==> config.mk <==
export PLATFORM = sky130hd
export DESIGN_NAME = run_controller
export DESIGN_NICKNAME = d
export VERILOG_FILES = /design/src/rtl/run_controller.sv
export SDC_FILE = /design/constraint.sdc
export NUM_CORES = 1
export LEC_CHECK = 0
export ABC_AREA = 1
export CAP_MARGIN = 20
export CORE_UTILIZATION = 50
export CTS_CLUSTER_DIAMETER = 100
export CTS_CLUSTER_SIZE = 24
export DETAILED_ROUTE_END_ITERATION = 7
export DONT_BUFFER_PORTS = 1
export PLACE_DENSITY = 0.62
export SYNTH_ARGS = -nofsm -noshare
export SYNTH_HDL_FRONTEND = slang
export SYNTH_SLANG_ARGS = --single-unit
export TNS_END_PERCENT = 100
==> constraint.sdc <==
create_clock -name i_clk -period 2 [get_ports i_clk]
set_clock_uncertainty 0.2 [all_clocks]
set_input_delay 0.4 -clock i_clk [delete_from_list [all_inputs] [get_ports i_clk]]
set_output_delay 0.4 -clock i_clk [all_outputs]
set_load 0.01 [all_outputs]
==> src/rtl/run_controller.sv <==
// run_controller - Start/Ack sequencer driving ProgCtr enable/clear and counting RUN cycles.
// Optional watchdog enabled by defining RUN_WATCHDOG_EN.
module run_controller #(
  parameter int CT_W       = 16,
  parameter int MAX_CYCLES = 4096
) (
  input  logic            i_clk,
  input  logic            i_reset,
  input  logic            i_start,
  input  logic            i_halt,
  input  logic            i_stall,
  output logic            o_pc_en,
  output logic            o_pc_clr,
  output logic            o_busy,
  output logic            o_ack,
  output logic            o_timeout,
  output logic [CT_W-1:0] o_cycle_ct
);

`ifdef RUN_WATCHDOG_EN
  localparam logic WD_EN = 1'b1;
`else
  localparam logic WD_EN = 1'b0;
`endif

  localparam logic [CT_W-1:0] WD_LAST = CT_W'(MAX_CYCLES - 1);

  typedef enum logic [1:0] {
    S_IDLE,
    S_ARM,
    S_RUN,
    S_DONE
  } state_t;

  state_t          r_state;
  state_t          w_next;
  logic [CT_W-1:0] r_cycle_ct;
  logic            r_timeout;
  logic            w_exit;
  logic            w_wd_fire;
  logic            w_sat;

  // A stalled halt is not yet the final instruction, so it cannot end the run.
  assign w_exit    = i_halt & ~i_stall;
  assign w_wd_fire = WD_EN & (r_cycle_ct == WD_LAST) & ~w_exit;
  assign w_sat     = &r_cycle_ct;

  always_ff @(posedge i_clk) begin
    if (i_reset) begin
      r_state <= S_IDLE;
    end else begin
      r_state <= w_next;
    end
  end

  always_comb begin
    w_next   = r_state;
    o_pc_en  = 1'b0;
    o_pc_clr = 1'b0;
    o_busy   = 1'b0;
    o_ack    = 1'b0;
    case (r_state)
      S_IDLE: begin
        if (i_start) w_next = S_ARM;
      end
      S_ARM: begin
        o_pc_clr = 1'b1;
        if (!i_start) w_next = S_RUN;
      end
      S_RUN: begin
        o_busy  = 1'b1;
        o_pc_en = ~i_stall & ~i_halt;
        if (w_exit || w_wd_fire) w_next = S_DONE;
      end
      S_DONE: begin
        o_ack = 1'b1;
        if (i_start) w_next = S_ARM;
      end
      default: w_next = S_IDLE;
    endcase
  end

  always_ff @(posedge i_clk) begin
    if (i_reset) begin
      r_cycle_ct <= '0;
      r_timeout  <= 1'b0;
    end else begin
      case (r_state)
        S_ARM: begin
          r_cycle_ct <= '0;
          r_timeout  <= 1'b0;
        end
        S_RUN: begin
          if (!w_sat) r_cycle_ct <= r_cycle_ct + 1'b1;
          if (w_wd_fire) r_timeout <= 1'b1;
        end
        default: begin
          r_cycle_ct <= r_cycle_ct;
          r_timeout  <= r_timeout;
        end
      endcase
    end
  end

  assign o_timeout  = WD_EN & r_timeout;
  assign o_cycle_ct = r_cycle_ct;

endmodule

==> results.cfg <==
[synth]
synth_edf_count = 0
ys_async_sr_fraction_pct = 0
synthCells = 172
syn_area_sq_um = 1137
yosysWarnings = 0
syn_avg_cell_area_sq_um = 6.612
synth_cell_types = 24
syn-num-nets = 182
synth_ff_type = dfxtp_1
ys_seq_area_share_pct = 31.68
synth_seq_cells = 18

[clock_tree]
clkTransAtPathRegs_ns = 0.10
root_buffer = clkbuf_4
cts_max_level = 1
clock-sinks = 18
cts_tree = yes
cts_buffers = 3
clock_latency_ns = 0.30
clockBufferDepth = 2
post_cts_buffers = 0

[critical_path]
slowest_stage = dfxtp_1
crit_family = flip-flops
reg2reg_from = o_cycle_ct[0]$_SDFFE_PP0P_
reg2reg_slack_ns = 0.22
max_stage_delay_ns = 0.41
crit_type = flop to primary output
r2r_end = o_cycle_ct[2]$_SDFFE_PP0P_
worstPathMaxFanout = 5
worst_path_most_repeated_cell = inv_1
critical_path.cell_chain = inv_1 > ha_1 > inv_1 > nor3_2
critPathLaunchType = flop
cp_num_buf_inv = 2
crit_required_ns = 1.40
endpoint_kind = primary output
arrival_ns = 1.20
r2r_cells = 8

[place]
dp_hpwl_um = 2212
dpl_cell_area_sq_um = 1274
portBuffers = 0
globalplace.congestion = 0.9472
dp.cells = 212

[worst_hold_path]
holdCritStartpoint = i_reset
min_path_cells = 3
holdPathEnd = o_cycle_ct[7]$_SDFFE_PP0P_
hold_path.class = input port to flop

[layout]
diodes = 0
area_delta_synth_final_pct = 15.29
multiInputGateArea_sq_um = 681.9
layoutNonFillerInstCount = 216
layout_commonest_cell = nand2_1
seq_area_sq_um = 360.3
drive_gt1_share_pct = 14.81
fin_area_sq_um = 1311
finalNetCount = 201
fin_util_pct = 64.22
final_cell_mix = nand2_1 (40), nand3_1 (25)
nFillCells = 195

[floorplanning]
floorplan.initialDensity_pct = 55.70
die_area_sq_um = 2470
die_w_um = 49.70
die_h_um = 49.70
fp-row-count = 16
ios = 26
core_area_sq_um = 2042

[power]
powerDensity_nw_per_um2 = 857.0
p_leak_nw = 0.5297
irDropWorstVdd_uv = 650.1

[sta]
totalNegativeSetupSlack_ns = 0
final-hold-violation-count = 0
final.period_utilization_pct = 90.03
slew_viol_final = 0
max_freq_ghz = 0.5554
rsz0062_at_grt = no
finalCriticalPeriod_ns = 1.801
setup_viol = 0

[route]
vias = 1171
totalWireLength_um = 2905
wl_per_cell_um = 13.45
drtAntennaViolNets = 0
post-route-drc-count = 0
drt_iter0_drc = 40
firstDrtPassIters = 4
avgViaCountPerCell = 5.421

[grt]
grt_max_degree = 11
grt_util_all_layers_pct = 26.52
grt.overflow.total = 0
antenna_found_initial = 0
grt_pass1_wl_um = 4947
grt_pass1_vias = 1106

[outcome]
outcome = finished, final reports clean

[run]
max_cap_viol_count = 0
==> metal layers <==
layer	vias up	global-route usage [%]	part of all wire (%)	wire length [um]
met2	42	40.09	45	1302
met5	-	0	0	0
met4	0	11.90	1.1	31
met1	527	36.12	48	1395
li1	599	-	-	-
met3	3	5.247	6.1	176
==> worst register-to-register path: cells and delay by family, from the launching register on <==
| kind | cells | cell delay, ns |
|---|---|---|
| AO/OA/AOI/OAI | 3 | 0.47 |
| adder cells (fa/ha/maj) | 1 | 0.18 |
| buffers and inverters | 1 | 0.21 |
| flip-flops | 1 | 0.34 |
| AND/OR/NAND/NOR | 3 | 0.32 |
==> what timing repair did <==
action	4_1_cts	5_1_grt
setup endpoints to repair	0	1
hold buffers	1	0
endpoints found under the hold margin	9	0
resized for setup	0	1
==> sequential cells by signal, summed over array words and instances, names as in the netlist <==
| name | cells |
|---|---|
| o_cycle_ct | 16 |
| r_state | 2 |
==> Yosys cell counts (2+ instances only) <==
library cell	instances	share of area, %
nor3_1	2	0.88
ha_1	5	5.5
buf_2	2	0.88
nand2_1	40	13
inv_1	18	5.9
dfxtp_1	18	32
nor2_1	15	5.0
nand3_1	25	11
nand4_1	3	1.7
nor2_4	2	2.0
xor2_1	2	1.5
o21bai_1	3	2.0
a21oi_1	18	7.9
o21ai_0	9	4.0
==> how the worst max path moves through the flow <==
stage | from | to | cells past startpoint
after CTS | r_state[0]$_SDFFE_PP0P_ | o_pc_en | 4
after detailed placement | o_cycle_ct[0]$_SDFFE_PP0P_ | o_cycle_ct[2]$_SDFFE_PP0P_ | 8
after floorplan | o_cycle_ct[0]$_SDFFE_PP0P_ | o_cycle_ct[13]$_SDFFE_PP0P_ | 8
after global routing | r_state[0]$_SDFFE_PP0P_ | o_pc_en | 4
final | r_state[0]$_SDFFE_PP0P_ | o_pc_en | 4
after global placement | o_cycle_ct[0]$_SDFFE_PP0P_ | o_cycle_ct[2]$_SDFFE_PP0P_ | 8
==> through the flow <==
step           total power, mW  worst slack, ns  hold WS, ns
2_1_floorplan           0.8038           0.2342       0.2996
3_3_place_gp            0.9304           0.2939       0.2724
3_5_place_dp            0.9389           0.2421       0.2738
4_1_cts                  1.130           0.1095       0.1058
5_1_grt                  1.222          0.07302       0.1298
6_report                 1.124           0.1993       0.1120
==> area by class of cell <==
class                   count  share of cell area [%]
multi-input cells         131                   52.00
flip-flops and latches     18                   27.48
repair buffers             19                   11.07
inverters                  18                   5.153
well taps                  27                   2.576
clock buffers               3                   1.718
==> power by group <==
group	switching, mW	internal (mW)	total [mW]
Combinational	0.321	0.171	0.492
Sequential	0.0434	0.405	0.448
Clock	0.113	0.0703	0.183
==> kinds of logic (layout without fill, tap and decap cells) <==
group                      Yosys count  after routing  synth area share [%]
other                                1              1                0.3297
and+or+nand+nor                     91             91                 36.41
DFF                                 18             18                 31.68
adders and majority gates            5              5                 5.501
buffers and inverters               23             40                 8.800
xor gates and xnor gates             2              2                 1.540
AOI/OAI and AO/OA                   32             32                 15.73
Note: power is estimated with default switching activity, not from simulation.
